$ cat config.mk
export PLATFORM = sky130hd
export DESIGN_NAME = ram_loader
export DESIGN_NICKNAME = d
export VERILOG_FILES = /design/src/rtl/cpu_mem_pkg.sv /design/src/rtl/ram_loader.sv
export SDC_FILE = /design/constraint.sdc
export NUM_CORES = 1
export LEC_CHECK = 0
export CORE_UTILIZATION = 54
export CTS_CLUSTER_SIZE = 12
export DETAILED_ROUTE_END_ITERATION = 8
export MAX_ROUTING_LAYER = met4
export PLACE_DENSITY = 0.95
export SYNTH_ARGS = -nofsm -noshare
export SYNTH_HDL_FRONTEND = slang
export SYNTH_SLANG_ARGS = --single-unit
export TNS_END_PERCENT = 10
$ cat constraint.sdc
create_clock -name clk -period 4.6 [get_ports clk]
set_input_delay 0.92 -clock clk [delete_from_list [all_inputs] [get_ports clk]]
set_output_delay 0.92 -clock clk [all_outputs]
set_load 0.01 [all_outputs]
$ cat src/rtl/cpu_mem_pkg.sv
// Shared definitions for the 64x16 program/data RAM and its write-side loader.
// Holds the RAM geometry and the loader state encoding.
package cpu_mem_pkg;

  localparam int RAM_ADDR_W = 6;
  localparam int RAM_DATA_W = 16;
  localparam int BYTE_W     = 8;

  typedef enum logic [2:0] {
    LD_IDLE  = 3'd0,
    LD_HI    = 3'd1,
    LD_LO    = 3'd2,
    LD_WRITE = 3'd3,
    LD_DONE  = 3'd4
  } loader_state_e;

endpackage

$ cat src/rtl/ram_loader.sv
// Packs a valid/ready byte stream high-byte-first into 16-bit words and writes
// them to consecutive RAM addresses from a latched start address.
module ram_loader #(
  parameter int ADDR_W = cpu_mem_pkg::RAM_ADDR_W,
  parameter int BYTE_W = cpu_mem_pkg::BYTE_W
) (
  input  logic                clk,
  input  logic                rst,
  input  logic                start,
  input  logic [ADDR_W-1:0]   start_addr,
  input  logic [ADDR_W:0]     length,
  input  logic                in_valid,
  input  logic [BYTE_W-1:0]   in_data,
  output logic                in_ready,
  output logic                wr_en,
  output logic [ADDR_W-1:0]   wr_addr,
  output logic [2*BYTE_W-1:0] wr_data,
  output logic                busy,
  output logic                done,
  output logic [ADDR_W:0]     word_count
);

  import cpu_mem_pkg::*;

  loader_state_e       state_q, state_d;
  logic [ADDR_W-1:0]   addr_q, addr_d;
  logic [ADDR_W:0]     len_q, len_d;
  logic [ADDR_W:0]     count_q, count_d;
  logic [BYTE_W-1:0]   hi_q, hi_d;
  logic [ADDR_W-1:0]   wr_addr_q, wr_addr_d;
  logic [2*BYTE_W-1:0] wr_data_q, wr_data_d;
  logic                in_ready_q, wr_en_q, busy_q, done_q;

  logic accept;
  assign accept = in_valid && in_ready_q;

  always_comb begin
    // NOTE: every signal gets its hold value first so no path leaves it unassigned (no latches).
    state_d   = state_q;
    addr_d    = addr_q;
    len_d     = len_q;
    count_d   = count_q;
    hi_d      = hi_q;
    wr_addr_d = wr_addr_q;
    wr_data_d = wr_data_q;
    unique case (state_q)
      LD_IDLE: begin
        if (start) begin
          addr_d  = start_addr;
          len_d   = length;
          count_d = '0;
          state_d = (length == '0) ? LD_DONE : LD_HI;
        end
      end
      LD_HI: begin
        if (accept) begin
          hi_d    = in_data;
          state_d = LD_LO;
        end
      end
      LD_LO: begin
        if (accept) begin
          wr_data_d = {hi_q, in_data};
          wr_addr_d = addr_q;
          state_d   = LD_WRITE;
        end
      end
      LD_WRITE: begin
        // The address wraps naturally at 2**ADDR_W.
        addr_d  = addr_q + 1'b1;
        count_d = count_q + 1'b1;
        state_d = (count_d == len_q) ? LD_DONE : LD_HI;
      end
      LD_DONE: state_d = LD_IDLE;
      default: state_d = LD_IDLE;
    endcase
  end

  // Outputs are registered from the next state so they line up with state_q.
  always_ff @(posedge clk or posedge rst) begin
    if (rst) begin
      state_q    <= LD_IDLE;
      addr_q     <= '0;
      len_q      <= '0;
      count_q    <= '0;
      hi_q       <= '0;
      wr_addr_q  <= '0;
      wr_data_q  <= '0;
      in_ready_q <= 1'b0;
      wr_en_q    <= 1'b0;
      busy_q     <= 1'b0;
      done_q     <= 1'b0;
    end else begin
      // NOTE: non-blocking assignments so every flop samples pre-edge values.
      state_q    <= state_d;
      addr_q     <= addr_d;
      len_q      <= len_d;
      count_q    <= count_d;
      hi_q       <= hi_d;
      wr_addr_q  <= wr_addr_d;
      wr_data_q  <= wr_data_d;
      in_ready_q <= (state_d == LD_HI) || (state_d == LD_LO);
      wr_en_q    <= (state_d == LD_WRITE);
      busy_q     <= (state_d != LD_IDLE);
      done_q     <= (state_d == LD_DONE);
    end
  end

  assign in_ready   = in_ready_q;
  assign wr_en      = wr_en_q;
  assign wr_addr    = wr_addr_q;
  assign wr_data    = wr_data_q;
  assign busy       = busy_q;
  assign done       = done_q;
  assign word_count = count_q;

endmodule

Word-level counts from Yosys, hierarchy flattened
Index checks and enable logic that the tools add are counted.
{"block": "classes", "addsub": 2, "n_eq_ne": 9, "n_mux": 10, "reduce_logical": 10}
{"op": "$mux 3", "n": 5}
{"op": "$pmux 7 s2", "n": 1}
{"op": "$eq 3x2->1 const B", "n": 4}
{"op": "$pmux 3 s4", "n": 1}
{"op": "$pmux 6 s2", "n": 1}
{"op": "$reduce_and 2->1", "n": 4}
{"op": "$add 7x1->7 const B", "n": 1}
{"op": "$eq 7x7->1", "n": 1}
{"op": "$logic_not 7->1", "n": 1}
{"op": "$mux 7", "n": 1}
{"op": "$add 6x1->6 const B", "n": 1}
{"op": "$eq 3x1->1 const B", "n": 2}
{"op": "$mux 6", "n": 1}
{"op": "$eq 3x3->1 const B", "n": 1}
{"op": "$logic_not 3->1", "n": 1}
{"op": "$reduce_bool 3->1", "n": 1}
{"op": "$ne 2x2->1 const B", "n": 1}
{"op": "$reduce_bool 2->1", "n": 1}
{"op": "$logic_and 1x1->1", "n": 1}
{"op": "$logic_or 1x1->1", "n": 1}
{"block": "totals", "reg_bits": 57, "inputBits": 25, "out_inout_bits": 33, "word_cells": 42}

Logic depth before layout (Yosys ltp)
{"block": "depth", "ltp_word": 6, "mapped_depth": 7, "mapped_depth_nobuf": 6}

Worst setup path before layout
No wires, ideal clock.
{"block": "synth_timing", "path_kind": "input port to flip-flop", "from": "in in_valid", "to": "reg wr_addr_q[0], in the netlist wr_addr[0]", "setup_ns": 0.125, "arrival_ns": 1.942, "required_time_ns": 4.475, "setup_slack_ns": 2.533, "cell_stages": 4, "path_buffers": 1, "path_cell_list": "nand2_1 nor3_2 buf_2 mux2_2"}
{"block": "synth_between", "elab_chain_len": 2}
{"element": "from (decl)", "line_no": "ram_loader.sv:12", "text": "input logic in_valid,"}
{"element": "$logic_and 1x1->1", "line_no": "ram_loader.sv:35", "text": "assign accept = in_valid && in_ready_q;"}
{"element": "$reduce_and 2->1 (no line)"}
{"element": "to (signal assigned)", "line_no": "ram_loader.sv:100", "text": "wr_addr_q <= wr_addr_d;"}
{"element": "to (decl)", "line_no": "ram_loader.sv:30", "text": "logic [ADDR_W-1:0] wr_addr_q, wr_addr_d;"}
Every way passes these cells.
A chain may end at the register's enable or synchronous reset.

Worst setup path after layout
{"block": "layout_timing", "from": "in in_valid", "to": "reg wr_data_q[0], in the netlist wr_data[0]"}
{"block": "layout_between", "elab_chain_len": 2}
{"element": "$logic_and 1x1->1", "line_no": "ram_loader.sv:35"}
{"element": "$reduce_and 2->1 (no line)"}
{"element": "to (signal assigned)", "line_no": "ram_loader.sv:101", "text": "wr_data_q <= wr_data_d;"}
{"element": "to (decl)", "line_no": "ram_loader.sv:31", "text": "logic [2*BYTE_W-1:0] wr_data_q, wr_data_d;"}
Every way passes these cells.

==> results by group <==
Status
  • Outcome: complete, but fails checks
  • Violated checks: design-rule violations

Worst hold path
  • Worst min-delay path class: reg -> reg

Power and ir drop
  • Peak supply drop: about 370 uV
  • PD cells: 679 mW/mm2
  • LEAKAGE: 0.00148 uW

Route
  • Vias: 1975
  • Post-DRT Antenna Nets: 0
  • Detailed-route wire length per cell: 17.3 um
  • Drt drc: 8
  • DRT Pass-1 Iters: 7
  • Routed wire length: 5.80 mm
  • Iter 0 DRT Violations: between 150 and 200
  • Vias per cell: 5.90

Worst setup path
  • Nature of the critical path startpoint: primary input
  • Slowest stage cell, crit path: nor3_4
  • Critical path arrival: 2920 ps
  • Crit end category: flop
  • CP Buf/Inv Count: 1
  • WP data required: 4820 ps
  • CP max FO: 23
  • Cell Chain, Critical Path: clkdlybuf4s50_1 > nand2_1 > nor3_4 > mux2_2
  • Crit Path Class: in -> reg
  • Slowest stage delay, CP: 900 ps
  • CP top delay family: simple AND/OR/NAND/NOR gates

STA
  • Final Critical Period: 2700 ps
  • Max_slew headroom: 29.3%
  • Final Setup Violations: 0
  • Final worst-path cycle share: slightly below 60%
  • Slew of the pin with the lowest slew margin: 1060 ps
  • RSZ-0062 raised after global routing: false
  • Fmax: 370 MHz
  • Slew Viols, Final: 0
  • Final setup skew: 3.96 ps
  • Setup TNS: 0 ps
  • Hold_ws: 503 ps
  • Hold Fails Final Rpt: 0

Clock tree
  • Max clock buf depth: 2
  • Sink Count: 57
  • Cts bufs inserted: 9
  • Root Driver: clkbuf_8
  • Worst skew pair latency: 330 ps
  • Clock-pin slew on the worst setup and hold paths: around 60 ps
  • Post-CTS Resized: 0
  • Post-CTS Setup Bufs: 0
  • TritonCTS clock tree: yes
  • Hold Buf Count CTS: 0
  • H-tree Lvls: 3

Final layout
  • Register area: 0.00143 mm2
  • Fill cells: 286
  • Nets: 305
  • Final cell count without fillers: 335
  • Multi-input logic area: 0.00108 mm2
  • Share of post-route cells with drive strength above 1: 20.1%
  • P&R area growth vs syn: 32.7%
  • N_diodes: 0

Synthesis
  • Ys flop type: dfrtp_1
  • Cell Area, Synth: roughly 0.0026 mm2
  • Synth Warn #: 0
  • Sequential fraction of the synthesis area: a little under three fifths
  • FFs w/ async S/R, synth: 100%
  • Syn_nets: 245
  • Post-synth EDFFs: 0
  • Synth cell types: 44
  • Synth Register Bits: between 50 and 60
  • Avg Inst Size Synth: approximately 12 um2
  • Post-synthesis cell count: about 220

Global routing
  • First-pass GRT wire length: 9.52 mm
  • Largest net degree at the start of global routing: 33
  • Number of global-route vias before repair: 1955
  • Gr ovfl total: 0
  • Initial antenna violation count: 0
  • All-layer global routing usage: 26.2%

Placement
  • Detailed Place HPWL: between 3 and 4 mm
  • Final GP Congestion: 0.886
  • Port-buffer cells: 57
  • Cells after DPL: between 300 and 400

Floorplanning
  • Starting Density: 57.4%
  • CORE AREA: between 0.004 and 0.005 mm2
  • Standard-cell rows: 24
  • I/O pin count: a little under 60
  • Die ar.: 0.00504 mm2
  • Die X: 71.0 um
  • Die Span Y: 71.0 um

Flow run
  • Max Cap Viol: 0
-- sequential cells by signal (all words and copies together) (netlist names) --
name / cells
len_q: 7
wr_addr: 6
wr_data: 16
done: 1
addr_q: 6
in_ready: 1
wr_en: 1
hi_q: 8
state_q: 3
word_count: 7
busy: 1
-- worst reg2reg max path, stage by stage, from the launching register on --
cell	delay [ps]
dfrtp_1	580
nand2b_1	170
nor3_4	820
mux2_2	440
-- placed cells by master (no fill, tap or decap), types with 6 or more instances in the layout --
cell	instances
clkdlybuf4s50_1	57
nand3_1	6
mux2_2	30
nand2_1	34
clkbuf_8	10
dfrtp_1	57
nor2_1	10
a21oi_1	6
o21ai_0	11
-- path summary, 6_finish.rpt --
kind	from	end	slack, ps	cells after the start
max reg2reg	state_q[1]	wr_data[0]	2470	3
max	in_valid	wr_data[0]	1900	4
min in group asynchronous	rst	hi_q[0]	940	2
max in group asynchronous	rst	state_q[1]	2850	3
min	wr_addr[3]	wr_addr[3]	500	1
min reg2reg	wr_addr[3]	wr_addr[3]	500	1
-- stage by stage --
step / total power, uW / cell area, um2 / utilization (%) / worst slack, ps
5_1_grt: 2440 / 3410 / 76.2 / 1770
2_1_floorplan: 1360 / 2570 / - / 2280
4_1_cts: 2330 / 3410 / 76.2 / 1890
3_3_place_gp: 1680 / 3170 / 70.8 / 1630
6_report: 2320 / 3410 / 76.2 / 1900
3_5_place_dp: 1740 / 3170 / 70.8 / 1530
-- Yosys cell counts, drive strengths merged, types with 3 or more instances --
| cell | number | area [um2] |
|---|---|---|
| a21oi | 6 | 30.0 |
| a31oi | 3 | 18.8 |
| and3 | 5 | 31.3 |
| buf | 7 | 46.3 |
| clkbuf | 3 | 12.5 |
| dfrtp | 57 | 1430 |
| inv | 3 | 11.3 |
| mux2 | 30 | 338 |
| nand2 | 35 | 134 |
| nand2b | 3 | 18.8 |
| nand3 | 6 | 30.0 |
| nor2 | 10 | 37.5 |
| nor3 | 3 | 20.0 |
| o21ai | 12 | 60.1 |
| xnor2 | 5 | 43.8 |
| xor2 | 4 | 35.0 |
-- power breakdown --
group / switching [uW] / leakage [uW] / internal, uW
registers: 174 / 0.000698 / 715
logic: 377 / 0.000652 / 483
clock network: 196 / 0.000126 / 371
total: 747 / 0.00148 / 1570
-- kinds of logic (layout without fill, tap and decap cells) --
kind of cell	after synthesis	count (layout)	synth area share, %
xor+xnor	10	10	3.94
compound gates	36	36	9.59
simple gates	69	69	13.7
mux	31	31	13.5
fa+ha+maj	2	2	0.974
buf+inv	13	78	2.73
flops	57	57	55.5
-- area by class of cell --
cell class,instances,share of cell area (%)
flip-flops and latches,57,41.8
multi-input cells,148,31.7
repair buffers,59,17.2
clock buffers,10,4.04
clock inverters,6,3.08
well taps,52,1.91
inverters,3,0.330
-- layer usage --
metal	part of all wire, %	track usage (%)	vias up	wire length [um]
li1	-	-	898	-
met1	39	32.7	978	2280
met2	51	41.7	84	2990
met3	6.6	5.70	15	381
met4	2.6	11.3	0	153
met5	0	-	-	0
(Power assumes the default switching activity.)
